File: src/rtl/alu_sequencer.sv
// Sequencer that runs one complete ALU operation over the ALU's bus port:
// latch A, B, op (and optionally F), compute, then read back Y and flags.
module alu_sequencer #(
   parameter int WORDSIZE = 16,
   parameter int CMD_W    = 4,
   parameter int TIMEOUT  = 8
) (
   input  logic                i_Clk,
   input  logic                i_Reset_n,
   input  logic                i_ReqValid,
   output logic                o_ReqReady,
   input  logic [WORDSIZE-1:0] i_A,
   input  logic [WORDSIZE-1:0] i_B,
   input  logic [3:0]          i_Op,
   input  logic                i_UseFlags,
   input  logic [7:0]          i_Flags,
   output logic                o_RespValid,
   input  logic                i_RespReady,
   output logic [WORDSIZE-1:0] o_Y,
   output logic [7:0]          o_Flags,
   output logic                o_Error,
   output logic [CMD_W-1:0]    o_BusCommand,
   output logic [WORDSIZE-1:0] o_BusData,
   output logic                o_BusValid,
   input  logic [WORDSIZE-1:0] i_BusData,
   input  logic                i_BusValid
);

   localparam int CNT_W = $clog2(TIMEOUT + 1);

   localparam logic [CMD_W-1:0] COM_LATCHA  = CMD_W'(4'd0);
   localparam logic [CMD_W-1:0] COM_LATCHB  = CMD_W'(4'd1);
   localparam logic [CMD_W-1:0] COM_LATCHOP = CMD_W'(4'd2);
   localparam logic [CMD_W-1:0] COM_LATCHF  = CMD_W'(4'd3);
   localparam logic [CMD_W-1:0] COM_COMPUTE = CMD_W'(4'd4);
   localparam logic [CMD_W-1:0] COM_OUTPUTY = CMD_W'(4'd5);
   localparam logic [CMD_W-1:0] COM_OUTPUTF = CMD_W'(4'd6);

   typedef enum logic [3:0] {
      S_IDLE, S_LATCH_A, S_LATCH_B, S_LATCH_OP, S_LATCH_F,
      S_COMPUTE, S_READ_Y, S_READ_F, S_RESP
   } state_t;

   state_t              state_q, state_d;
   logic [CNT_W-1:0]    cnt_q, cnt_d;
   logic [WORDSIZE-1:0] a_q, a_d, b_q, b_d, res_y_q, res_y_d;
   logic [3:0]          op_q, op_d;
   logic                use_flags_q, use_flags_d, err_q, err_d;
   logic [7:0]          flags_q, flags_d, res_flags_q, res_flags_d;
   logic                timeout_s;

   assign timeout_s = (cnt_q == CNT_W'(TIMEOUT - 1));

   // Next-state, operand capture and response capture
   always_comb begin
      state_d     = state_q;
      cnt_d       = cnt_q;
      a_d         = a_q;
      b_d         = b_q;
      op_d        = op_q;
      use_flags_d = use_flags_q;
      flags_d     = flags_q;
      res_y_d     = res_y_q;
      res_flags_d = res_flags_q;
      err_d       = err_q;
      case (state_q)
         S_IDLE: begin
            if (i_ReqValid) begin
               a_d         = i_A;
               b_d         = i_B;
               op_d        = i_Op;
               use_flags_d = i_UseFlags;
               flags_d     = i_Flags;
               err_d       = 1'b0;
               state_d     = S_LATCH_A;
            end else begin
               state_d = S_IDLE;
            end
         end
         S_LATCH_A:  state_d = S_LATCH_B;
         S_LATCH_B:  state_d = S_LATCH_OP;
         S_LATCH_OP: begin
            if (use_flags_q) begin
               state_d = S_LATCH_F;
            end else begin
               state_d = S_COMPUTE;
            end
         end
         S_LATCH_F:  state_d = S_COMPUTE;
         S_COMPUTE: begin
            cnt_d   = {CNT_W{1'b0}};
            state_d = S_READ_Y;
         end
         S_READ_Y: begin
            if (i_BusValid) begin
               res_y_d = i_BusData;
               cnt_d   = {CNT_W{1'b0}};
               state_d = S_READ_F;
            end else if (timeout_s) begin
               // a Y timeout abandons the flags read entirely
               res_y_d     = {WORDSIZE{1'b0}};
               res_flags_d = 8'd0;
               err_d       = 1'b1;
               state_d     = S_RESP;
            end else begin
               cnt_d = cnt_q + CNT_W'(1'b1);
            end
         end
         S_READ_F: begin
            if (i_BusValid) begin
               res_flags_d = i_BusData[7:0];
               state_d     = S_RESP;
            end else if (timeout_s) begin
               res_y_d     = {WORDSIZE{1'b0}};
               res_flags_d = 8'd0;
               err_d       = 1'b1;
               state_d     = S_RESP;
            end else begin
               cnt_d = cnt_q + CNT_W'(1'b1);
            end
         end
         S_RESP: begin
            if (i_RespReady) begin
               state_d = S_IDLE;
            end else begin
               state_d = S_RESP;
            end
         end
         default: state_d = S_IDLE;
      endcase
   end

   // State and data registers with synchronous active-low reset
   always_ff @(posedge i_Clk) begin
      if (!i_Reset_n) begin
         state_q     <= S_IDLE;
         cnt_q       <= {CNT_W{1'b0}};
         a_q         <= {WORDSIZE{1'b0}};
         b_q         <= {WORDSIZE{1'b0}};
         op_q        <= 4'd0;
         use_flags_q <= 1'b0;
         flags_q     <= 8'd0;
         res_y_q     <= {WORDSIZE{1'b0}};
         res_flags_q <= 8'd0;
         err_q       <= 1'b0;
      end else begin
         state_q     <= state_d;
         cnt_q       <= cnt_d;
         a_q         <= a_d;
         b_q         <= b_d;
         op_q        <= op_d;
         use_flags_q <= use_flags_d;
         flags_q     <= flags_d;
         res_y_q     <= res_y_d;
         res_flags_q <= res_flags_d;
         err_q       <= err_d;
      end
   end

   // Bus drive decoded from registered state; LATCHA with valid low is the ALU no-op
   always_comb begin
      o_BusCommand = COM_LATCHA;
      o_BusData    = {WORDSIZE{1'b0}};
      o_BusValid   = 1'b0;
      case (state_q)
         S_LATCH_A: begin
            o_BusCommand = COM_LATCHA;
            o_BusData    = a_q;
            o_BusValid   = 1'b1;
         end
         S_LATCH_B: begin
            o_BusCommand = COM_LATCHB;
            o_BusData    = b_q;
            o_BusValid   = 1'b1;
         end
         S_LATCH_OP: begin
            o_BusCommand = COM_LATCHOP;
            o_BusData    = {{(WORDSIZE-4){1'b0}}, op_q};
            o_BusValid   = 1'b1;
         end
         S_LATCH_F: begin
            o_BusCommand = COM_LATCHF;
            o_BusData    = {{(WORDSIZE-8){1'b0}}, flags_q};
            o_BusValid   = 1'b1;
         end
         S_COMPUTE: o_BusCommand = COM_COMPUTE;
         S_READ_Y:  o_BusCommand = COM_OUTPUTY;
         S_READ_F:  o_BusCommand = COM_OUTPUTF;
         default:   o_BusCommand = COM_LATCHA;
      endcase
   end

   assign o_ReqReady  = (state_q == S_IDLE);
   assign o_RespValid = (state_q == S_RESP);
   assign o_Y         = res_y_q;
   assign o_Flags     = res_flags_q;
   assign o_Error     = err_q;

endmodule

File: config.mk
export PLATFORM = sky130hd
export DESIGN_NAME = alu_sequencer
export DESIGN_NICKNAME = d
export VERILOG_FILES = /design/src/rtl/alu_sequencer.sv
export SDC_FILE = /design/constraint.sdc
export NUM_CORES = 1
export LEC_CHECK = 0
export BUFFER_PORTS_ARGS = -buffer_cell sky130_fd_sc_hd__buf_2
export CAP_MARGIN = 0
export CORE_AREA = 2 2 123 125
export DETAILED_ROUTE_END_ITERATION = 8
export DIE_AREA = 0 0 125 127
export REMOVE_ABC_BUFFERS = 1
export SLEW_MARGIN = 25
export SYNTH_ARGS = -nofsm -noshare
export SYNTH_HDL_FRONTEND = slang
export SYNTH_SLANG_ARGS = --single-unit
File: constraint.sdc
create_clock -name i_Clk -period 1.4 [get_ports i_Clk]
set_input_delay 0.21 -clock i_Clk [delete_from_list [all_inputs] [get_ports i_Clk]]
set_output_delay 0.21 -clock i_Clk [all_outputs]
set_load 0.02 [all_outputs]
==> results of run 1 <==
[what timing repair did]
| item | 4_1_cts | 5_1_grt |
|---|---|---|
| resized for setup | 101 | 114 |
| buffers inserted | 7 | 8 |
| setup endpoints to repair | 97 | 98 |
| pin swaps | 36 | 48 |
| gates cloned | 6 | 6 |
[final cells by class]
type / instances / area (sq um)
clock inverter: 4 / 72.57
clock buffer: 11 / 232.7
timing repair buffer: 185 / 1572
fill: 1422 / 8481
inverter: 7 / 38.79
tap: 184 / 230.2
sequential: 78 / 1577
multi-input combinational: 264 / 2221
[metal layers]
layer  up-vias  track usage  part of all wire
met1      1844       0.1879              0.45
met3        25      0.03643             0.050
met2       104       0.2337              0.48
li1       1792            -                 -
met5         -            0                 0
met4         0      0.06601             0.021
[where the power goes]
group	switching [mW]	total [mW]	internal [mW]	leakage, nW
sequential	0.0973	2.44	2.35	0.638
clock	0.910	2.46	1.55	0.146
combinational	1.01	2.04	1.03	1.61
[sequential cells by signal, indices dropped and copies added (netlist names)]
signal,count
o_Error,1
o_Flags,8
state_q,4
flags_q,8
op_q,4
use_flags_q,1
cnt_q,4
a_q,16
o_Y,16
b_q,16
[metrics by stage]
| step | setup TNS, ps | util | power, mW | cell area (sq um) |
|---|---|---|---|---|
| floorplan | -48620 | - | 3.025 | 3341 |
| global placement | -15130 | 0.3150 | 3.585 | 4543 |
| detailed placement | -17530 | 0.3150 | 3.620 | 4543 |
| CTS | -21970 | 0.3717 | 6.559 | 5361 |
| global route | -29930 | 0.4120 | 7.229 | 5943 |
| finish | -25520 | 0.4120 | 6.944 | 5943 |
[path summary, 6_finish.rpt]
kind	slack, ps	end	startpoint
worst max register to register	-330	a_q[15]$_SDFFE_PN0P_	state_q[1]$_SDFF_PN0_
worst max-delay path	-510	o_BusData[9]	state_q[0]$_SDFF_PN0_
worst min-delay path	80	o_Y[12]$_SDFFE_PN0P_	i_BusData[12]
worst min register to register	460	a_q[11]$_SDFFE_PN0P_	a_q[11]$_SDFFE_PN0P_
[cells by family (layout without fill, tap and decap cells)]
kind of cell	count (synthesis)	count (layout)	synth area share
compound gates	154	155	0.3126
xor+xnor	1	1	0.002445
fa+ha+maj	1	1	0.003492
buf+inv	47	207	0.07509
flops	78	78	0.4359
mux	5	5	0.01397
other cells	1	1	0.001047
simple gates	101	101	0.1554
[synth_stat cells, types with 2 or more instances]
cell type,n,share of area
and3b_1,2,0.0049
inv_1,6,0.0063
mux2i_1,5,0.014
a21boi_1,40,0.084
a22oi_1,8,0.017
o32ai_1,4,0.0098
o221ai_1,4,0.0098
nand3_1,45,0.063
dfxtp_1,78,0.44
o21ai_1,40,0.056
nor4b_1,3,0.0073
and3_1,3,0.0052
buf_4,2,0.0042
nand2b_1,3,0.0052
a21oi_1,3,0.0042
nand4b_1,2,0.0049
nand4_1,4,0.0070
o21ai_2,2,0.0049
buf_2,13,0.018
a32o_1,24,0.067
o21ai_0,7,0.0098
buf_1,4,0.0042
nor2_1,7,0.0073
clkbuf_1,12,0.013
nor2b_1,7,0.012
a21boi_0,6,0.013
nand2_1,17,0.018
buf_6,9,0.028
a22o_1,8,0.020
o31ai_1,2,0.0042
==> impl_results.md, run 1 <==
* Status: finished, violations left
* Violated checks: setup timing
* Crit path DAT at 1700 ps
* Initial drt markers at 209
* Starting Density at 0.2484
* Setup crit end kind: output pin
* Final hold viol count at 0
* Worst-Skew Late Latency at 350 ps
* Gr usage total at 0.1464
* Final slew viol count at 0
* Total number of vias at 3765
* Final Cycle Share at 1.368
* Most common cell after layout, fill and taps aside: buf_2
* IO Port Bufs at 112
* Mapped cell area at 0.003582 sq mm
* RSZ-0062 raised after global routing: true
* Crit path time final at 1915 ps
* Most frequent cells in the layout: 90 x buf_2, 74 x dfxtp_1, 46 x o21ai_2, 44 x a21boi_1, 40 x buf_4
* GPL Wtd Cong at 0.7656
* Post-synth cell types at 48
* Final #Nets at 612
* Post-route non-filler standard cell count at 733
* Hold Buf Count CTS at 0
* Core Region at 0.01442 sq mm
* Final hold slack at 76.31 ps
* Root Driver: clkbuf_16
* Number of synthesized flops with an enable pin at 0
* Critical Path RT at 1190 ps
* Largest net degree at the start of global routing at 53
* Setup WS pre-CTS at -293.2 ps
* ANT nets after route at 0
* Critical Path Max Stage Delay at 370 ps
* CP Launch Type: register
* Sequential area share after synthesis at 0.4359
* Top delay family on crit path: buffers and inverters
* Mean post-synth cell area at 9.232 sq um
* PwrDens at 1168 mW/mm^2
* CP cell instances: buf_6, nor4b_4, buf_4, a22o_1, buf_6
* CTS sink cnt at 78
* CTS tree: built
* Hold Crit Depth at 2
* Yosys reg bits at 78
* Area Overhead vs Synth at 65.91%
* Final setup fails at 93
* Row count at 44
* Layout cells sized above 1 at 0.5464
* Max Cap Viol at 0
* Levels on crit path at 5
* Slowest-stage cell, CP: dfxtp_4
* Routed WL at 12.71 mm
* Initial antenna violation count at 0
* Rel. slew slack at 0.6663
* Most used DFF post-synth: dfxtp_1
* Clk_skew at 6.516 ps
* Setup WS post-layout at -515.0 ps
* Most used cell, CP: buf_6
* R2R depth at 6
* Die footprint at 0.01588 sq mm
* Vias in the first global route at 3652
* IO Pins at 114
* H-tree Lvls at 3
* ANT cells at 0
* CTS Buf Count at 9
* Clock Tree Buf Depth at 2
* Max FO, Critical Path at 7
* Die Span X at 125 microns
* Worst-Margin Slew at 500.6 ps
* DRC viols at 0
* Critical path buffers and inverters at 3
* First-pass GRT wire length at 18.46 mm
* Gr ovfl total at 0
* Pre-Repair DR Iteration Count at 5
* VDD IR max at 0.6841 mV
* Dpl hpwl at 7.528 mm
* Die Y at 127 microns
* Post-synth ARST share at 0
* Yosys warnings at 0
* Hold Crit Class: in2reg
* DR vias/cell at 5.136
* CP Class: reg2out
* Placed cell count at 693
* Mean routed wirelength per cell at 17.34 microns
* Clk pin slew, worst setup/hold paths at 60 ps
* Leakage at 2.389 nW
* FMAX at 522.2 MHz
* Synth Instances at 388
Note: power is estimated with default switching activity, not from simulation.
==> run 2: changes to the inputs <==
--- a/config.mk
+++ b/config.mk
@@ -7,9 +7,10 @@
 export LEC_CHECK = 0
 export BUFFER_PORTS_ARGS = -buffer_cell sky130_fd_sc_hd__buf_2
 export CAP_MARGIN = 0
-export CORE_AREA = 2 2 123 125
+export CORE_AREA = 5 5 126 128
 export DETAILED_ROUTE_END_ITERATION = 8
-export DIE_AREA = 0 0 125 127
+export DIE_AREA = 0 0 131 133
+export HOLD_SLACK_MARGIN = 0.15
 export REMOVE_ABC_BUFFERS = 1
 export SLEW_MARGIN = 25
 export SYNTH_ARGS = -nofsm -noshare
==> impl_results.md, run 2 (synthesis results as in run 1) <==
* Status: finished, violations left (unchanged)
* Violated checks: setup timing (unchanged)
* R2R depth at 9 (was 6)
* Largest net degree at the start of global routing at 60 (was 53)
* Rel. slew slack at 0.5322 (was 0.6663)
* Comb power frac at 0.337 (was 0.294)
* WL met2 at 8.030 mm (was 6.086 mm)
* Worst-Skew Late Latency at 330 ps (was 350 ps)
* PwrDens at 1120 mW/mm^2 (was 1168 mW/mm^2)
* Hold path endpoint: b_q[6]$_SDFFE_PN0P_ (was o_Y[12]$_SDFFE_PN0P_)
* IO Pins at 114 (unchanged)
* Worst Setup SP: state_q[2]$_SDFF_PN0_ (was state_q[0]$_SDFF_PN0_)
* Crit path DAT at 1810 ps (was 1700 ps)
* Gr usage total at 0.1529 (was 0.1464)
* Die Span X at 131 microns (was 125 microns)
* Clock Tree Buf Depth at 2 (unchanged)
* Multi-input gate area at 0.002449 sq mm (was 0.002221 sq mm)
* Hold Crit Class: in2reg (unchanged)
* DRC viols at 0 (unchanged)
* Row count at 45 (was 44)
* RSZ-0062 raised after global routing: true (unchanged)
* First-pass GRT wire length at 21.25 mm (was 18.46 mm)
* Highest Signal Layer: met4 (unchanged)
* Core Region at 0.01475 sq mm (was 0.01442 sq mm)
* Final #Nets at 678 (was 612)
* Dpl hpwl at 7.879 mm (was 7.528 mm)
* Most common cell after layout, fill and taps aside: buf_2 (unchanged)
* Total number of vias at 4178 (was 3765)
* VDD IR max at 0.8180 mV (was 0.6841 mV)
* CTS tree: built (unchanged)
* H-tree Lvls at 3 (unchanged)
* Die Y at 133 microns (was 127 microns)
* Initial drt markers at 146 (was 209)
* CTS sink cnt at 78 (unchanged)
* Register area at 0.001577 sq mm (unchanged)
* Final Cycle Share at 1.444 (was 1.368)
* Final setup fails at 96 (was 93)
* Most frequent cells in the layout: 93 x buf_2, 74 x dfxtp_1, 62 x dlygate4sd3_1, 39 x buf_4, 33 x buf_6 (was 90 x buf_2, 74 x dfxtp_1, 46 x o21ai_2, 44 x a21boi_1, 40 x buf_4)
* Mean routed wirelength per cell at 18.75 microns (was 17.34 microns)
* CP Class: reg2out (unchanged)
* Vias in the first global route at 4230 (was 3652)
* Layout cells sized above 1 at 0.5292 (was 0.5464)
* Hold Crit Depth at 3 (was 2)
* Leakage at 2.729 nW (was 2.389 nW)
* Slowest-stage cell, CP: dfxtp_4 (unchanged)
* ANT cells at 0 (unchanged)
* Die footprint at 0.01742 sq mm (was 0.01588 sq mm)
* FF-to-FF Start: state_q[2]$_SDFF_PN0_ (was state_q[1]$_SDFF_PN0_)
* IO Port Bufs at 112 (unchanged)
* CP Launch Type: register (unchanged)
* Max Cap Viol at 0 (unchanged)
* Clk_skew at 6.372 ps (was 6.516 ps)
* Max FO, Critical Path at 7 (unchanged)
* ANT nets after route at 0 (unchanged)
* Met3 routed WL at 718 microns (was 631 microns)
* Starting Density at 0.2428 (was 0.2484)
* Worst reg-to-reg setup slack at -470 ps (was -330 ps)
* WL met1 at 5.861 mm (was 5.728 mm)
* Area Overhead vs Synth at 92.32% (was 65.91%)
* CTS Buf Count at 9 (unchanged)
* Worst-Margin Slew at 701.7 ps (was 500.6 ps)
* Cell Int Power at 5.449 mW (was 4.924 mW)
* Initial antenna violation count at 0 (unchanged)
* Final hold viol count at 0 (unchanged)
* Sw frac at 0.2938 (was 0.2909)
* RR Endpoint: b_q[14]$_SDFFE_PN0P_ (was a_q[15]$_SDFFE_PN0P_)
* FMAX at 494.8 MHz (was 522.2 MHz)
* Setup WS post-layout at -621.2 ps (was -515.0 ps)
* Switch Pwr at 2.267 mW (was 2.020 mW)
* GPL Wtd Cong at 0.7884 (was 0.7656)
* Min-delay src: i_ReqValid (was i_BusData[12])
* Root Driver: clkbuf_16 (unchanged)
* Setup crit end kind: output pin (unchanged)
* Routed WL at 15.08 mm (was 12.71 mm)
* Util after Layout at 0.4670 (was 0.4120)
* Final hold slack at 212.6 ps (was 76.31 ps)
* Critical Path Max Stage Delay at 410 ps (was 370 ps)
* Clk pin slew, worst setup/hold paths at 60 ps (about the same)
* Gr ovfl total at 0 (unchanged)
* Pre-Repair DR Iteration Count at 5 (unchanged)
* Fill count at 1299 (was 1422)
* Clock Power Share at 0.347 (was 0.354)
* Final slew viol count at 0 (unchanged)
* CP cell instances: nor2b_1, buf_4, a22oi_1, o32ai_1, buf_2 (was buf_6, nor4b_4, buf_4, a22o_1, buf_6)
* Seq pwr share at 0.316 (was 0.352)
* DR vias/cell at 5.197 (was 5.136)
* Critical Path RT at 1190 ps (about the same)
* Crit path time final at 2021 ps (was 1915 ps)
run 2: cell types whose count changed in the layout (fill, tap and decap cells not counted), sizes merged:
| cell | before | now |
|---|---|---|
| o21ai | 50 | 49 |
| clkinvlp | 1 | 2 |
| buf | 181 | 189 |
| dlygate4sd3 | 0 | 62 |
| clkbuf | 15 | 11 |
| bufinv | 2 | 3 |
run 2: timing repair:
| action | 4_1_cts | 5_1_grt |
|---|---|---|
| hold buffers | 62 | 0 |
| endpoints found under the hold margin | 70 | 0 |
| gates resized for setup | 134 | 118 |
| pin swaps | 41 | 98 |
| setup endpoints to repair | 96 | 98 |
| setup buffers | 21 | 10 |
| gates cloned | 9 | 2 |
run 2: power groups by stage:
stage / registers, mW / clock network (mW) / logic, mW
finish: 2.44 / 2.68 / 2.60
global route: 2.46 / 2.79 / 2.73
CTS: 2.43 / 2.71 / 2.17
floorplan: 2.48 / 0 / 0.549
global placement: 2.46 / 0 / 1.12
detailed placement: 2.47 / 0 / 1.14
run 2: critical path, delay by kind of cell (launching register included):
| family | cells | cell delay, ps |
|---|---|---|
| flip-flops | 1 | 410 |
| buffers and inverters | 2 | 400 |
| AND/OR/NAND/NOR | 1 | 230 |
| AO/OA/AOI/OAI | 2 | 440 |
run 2: worst max path at each step:
stage,to,slack [ps]
global route,o_BusData[1],-710
floorplan,o_BusData[10],-890
CTS,o_BusData[13],-530
finish,o_BusData[1],-620
detailed placement,o_Y[5]$_SDFFE_PN0P_,-410
global placement,o_BusData[5],-330
run 2: area by class of cell:
| class | instances | share of cell area |
|---|---|---|
| Multi-Input combinational cell | 263 | 0.3554 |
| Timing Repair Buffer | 252 | 0.3267 |
| Sequential cell | 78 | 0.2288 |
| Tap cell | 188 | 0.03414 |
| Clock buffer | 10 | 0.03324 |
| Clock inverter | 6 | 0.01598 |
| Inverter | 7 | 0.005630 |
run 2: through the flow:
| stage | setup TNS [ps] | setup slack, ps | cell area [sq um] | total power, mW | instances |
|---|---|---|---|---|---|
| CTS | -29570 | -525.4 | 6296 | 7.308 | 797 |
| detailed placement | -20750 | -406.4 | 4476 | 3.606 | 689 |
| finish | -30400 | -621.2 | 6889 | 7.716 | 804 |
| global route | -35480 | -705.8 | 6889 | 7.973 | 804 |
| global placement | -16550 | -332.4 | 4476 | 3.575 | 689 |
| floorplan | -48620 | -889.8 | 3341 | 3.025 | 348 |
run 2: metal layers:
metal,global-route usage,vias up
met5,0,-
met1,0.1848,2075
met2,0.2602,151
met3,0.03270,39
met4,0.06171,0
li1,-,1913
==> run 3: changes to the inputs <==
--- a/config.mk
+++ b/config.mk
@@ -12,6 +12,7 @@
 export DIE_AREA = 0 0 131 133
 export HOLD_SLACK_MARGIN = 0.15
 export REMOVE_ABC_BUFFERS = 1
+export SETUP_SLACK_MARGIN = 0.05
 export SLEW_MARGIN = 25
 export SYNTH_ARGS = -nofsm -noshare
 export SYNTH_HDL_FRONTEND = slang
==> impl_results.md, run 3 (synthesis results as in run 1) <==
* Status: finished, violations left (unchanged)
* Violated checks: setup timing (unchanged)
* GPL Wtd Cong at 0.7884 (unchanged)
* Total number of vias at 4198 (was 4178)
* Die Y at 133 microns (unchanged)
* Slowest-stage cell, CP: dfxtp_4 (unchanged)
* Switch Pwr at 2.265 mW (was 2.267 mW)
* Die Span X at 131 microns (unchanged)
* Layout cells sized above 1 at 0.5358 (was 0.5292)
* Crit path DAT at 1770 ps (was 1810 ps)
* Worst-Margin Slew at 696.2 ps (was 701.7 ps)
* Leakage at 2.728 nW (was 2.729 nW)
* Comb power frac at 0.338 (was 0.337)
* Clk pin slew, worst setup/hold paths at 60 ps (about the same)
* Core Region at 0.01475 sq mm (unchanged)
* Gr usage total at 0.1528 (was 0.1529)
* Final #Nets at 676 (was 678)
* Dpl hpwl at 7.879 mm (unchanged)
* VDD IR max at 0.8187 mV (was 0.8180 mV)
* Overall power at 7.716 mW (about the same)
* Top delay family on crit path: compound AO/OA/AOI/OAI gates (unchanged)
* CP cell instances: nor2b_1, buf_4, a22oi_1, o32ai_1, buf_2 (unchanged)
* Starting Density at 0.2428 (unchanged)
* CP Launch Type: register (unchanged)
* Seq pwr share at 0.317 (was 0.316)
* Vias in the first global route at 4256 (was 4230)
* ANT nets after route at 0 (unchanged)
* Final Cycle Share at 1.412 (was 1.444)
* Initial antenna violation count at 0 (unchanged)
* IO Pins at 114 (unchanged)
* CTS Buf Count at 9 (unchanged)
* Worst-Skew Late Latency at 330 ps (about the same)
* Most frequent cells in the layout: 93 x buf_2, 72 x dfxtp_1, 62 x dlygate4sd3_1, 36 x buf_4, 34 x buf_6 (was 93 x buf_2, 74 x dfxtp_1, 62 x dlygate4sd3_1, 39 x buf_4, 33 x buf_6)
* Final setup fails at 96 (unchanged)
* Setup WS post-layout at -576.9 ps (was -621.2 ps)
* RSZ-0062 raised after global routing: true (unchanged)
* Critical Path RT at 1190 ps (about the same)
* Pre-Repair DR Iteration Count at 4 (was 5)
* Sw frac at 0.2935 (was 0.2938)
* Most common cell after layout, fill and taps aside: buf_2 (unchanged)
* Hold Crit Class: in2reg (unchanged)
* ANT cells at 0 (unchanged)
* Cell Int Power at 5.452 mW (was 5.449 mW)
* Mean routed wirelength per cell at 18.72 microns (was 18.75 microns)
* Largest net degree at the start of global routing at 60 (unchanged)
* Row count at 45 (unchanged)
* First-pass GRT wire length at 21.24 mm (was 21.25 mm)
* Routed WL at 15.02 mm (was 15.08 mm)
* Clock Tree Buf Depth at 2 (unchanged)
* PwrDens at 1117 mW/mm^2 (was 1120 mW/mm^2)
* Setup crit end kind: output pin (unchanged)
* Root Driver: clkbuf_16 (unchanged)
* FMAX at 505.8 MHz (was 494.8 MHz)
* Die footprint at 0.01742 sq mm (unchanged)
* CTS sink cnt at 78 (unchanged)
* Area Overhead vs Synth at 92.80% (was 92.32%)
* Gr ovfl total at 0 (unchanged)
* Critical path buffers and inverters at 2 (unchanged)
* DR vias/cell at 5.234 (was 5.197)
* H-tree Lvls at 3 (unchanged)
* Setup TNS Final at -30470 ps (was -30400 ps)
* Initial drt markers at 181 (was 146)
* Crit path time final at 1977 ps (was 2021 ps)
* Critical Path Max Stage Delay at 420 ps (was 410 ps)
* CTS tree: built (unchanged)
* Rel. slew slack at 0.5359 (was 0.5322)
* Final slew viol count at 0 (unchanged)
* IO Port Bufs at 112 (unchanged)
* DRC viols at 0 (unchanged)
* Max Cap Viol at 0 (unchanged)
* Clock Power Share at 0.346 (was 0.347)
* Final hold viol count at 0 (unchanged)
* Clk_skew at 6.324 ps (was 6.372 ps)
* CP Class: reg2out (unchanged)
* Max FO, Critical Path at 7 (unchanged)
[run 3: changes by cell type in the layout (fill, tap and decap cells not counted), sizes merged]
cell  before  now
buf      189  187
[run 3: timing repair]
item	in CTS	in global routing
endpoints found under the setup margin	98	99
hold buffers	62	0
gates cloned	9	2
buffers inserted	21	8
pin swaps	42	99
gates resized for setup	141	120
endpoints found under the hold margin	70	0
[run 3: per-stage QoR]
step,setup slack [ps],hold slack [ps],area [sq um],util,cells
floorplan,-889.8,335.8,3341,-,348
global placement,-332.4,422.0,4476,0.3034,689
detailed placement,-406.4,425.1,4476,0.3034,689
CTS,-525.4,194.9,6322,0.4286,797
global route,-664.1,212.2,6907,0.4682,802
finish,-576.9,214.1,6907,0.4682,802
[run 3: worst register-to-register path: stages, from the launching register on]
cell and delay, ps:
dfxtp_4 390, buf_6 130, or4_4 540, clkinv_8 90
buf_8 110, buf_6 90, buf_6 90, buf_12 130
nand3_4 60, a21boi_2 170
[run 3: power groups by stage]
stage          clock (mW)  combinational, mW  sequential [mW]
3_5_place_dp            0               1.14             2.47
3_3_place_gp            0               1.12             2.46
5_1_grt              2.79               2.73             2.46
4_1_cts              2.71               2.18             2.43
6_report             2.67               2.60             2.44
2_1_floorplan           0              0.549             2.48
[run 3: cell type report]
class | count | area (sq um)
clock inverter | 6 | 110.1
multi-input combinational | 263 | 2475
fill | 1291 | 7845
tap | 188 | 235.2
sequential | 78 | 1579
inverter | 7 | 38.79
timing repair buffer | 250 | 2240
clock buffer | 10 | 229.0
[run 3: per-layer routing]
metal  up-vias  global-route usage  share of wire
met5         -                   0              0
met4         0             0.06114          0.031
met3        39             0.03270          0.046
met2       151              0.2602           0.53
met1      2097              0.1846           0.39
li1       1911                   -              -
[run 3: path summary, 6_finish.rpt]
kind	from	to	slack [ps]	depth (start not counted)
max	state_q[2]$_SDFF_PN0_	o_BusData[1]	-580	5
min	i_ReqValid	b_q[6]$_SDFFE_PN0P_	210	3
max reg2reg	state_q[2]$_SDFF_PN0_	b_q[14]$_SDFFE_PN0P_	-460	9
min reg2reg	b_q[4]$_SDFFE_PN0P_	b_q[4]$_SDFFE_PN0P_	460	2
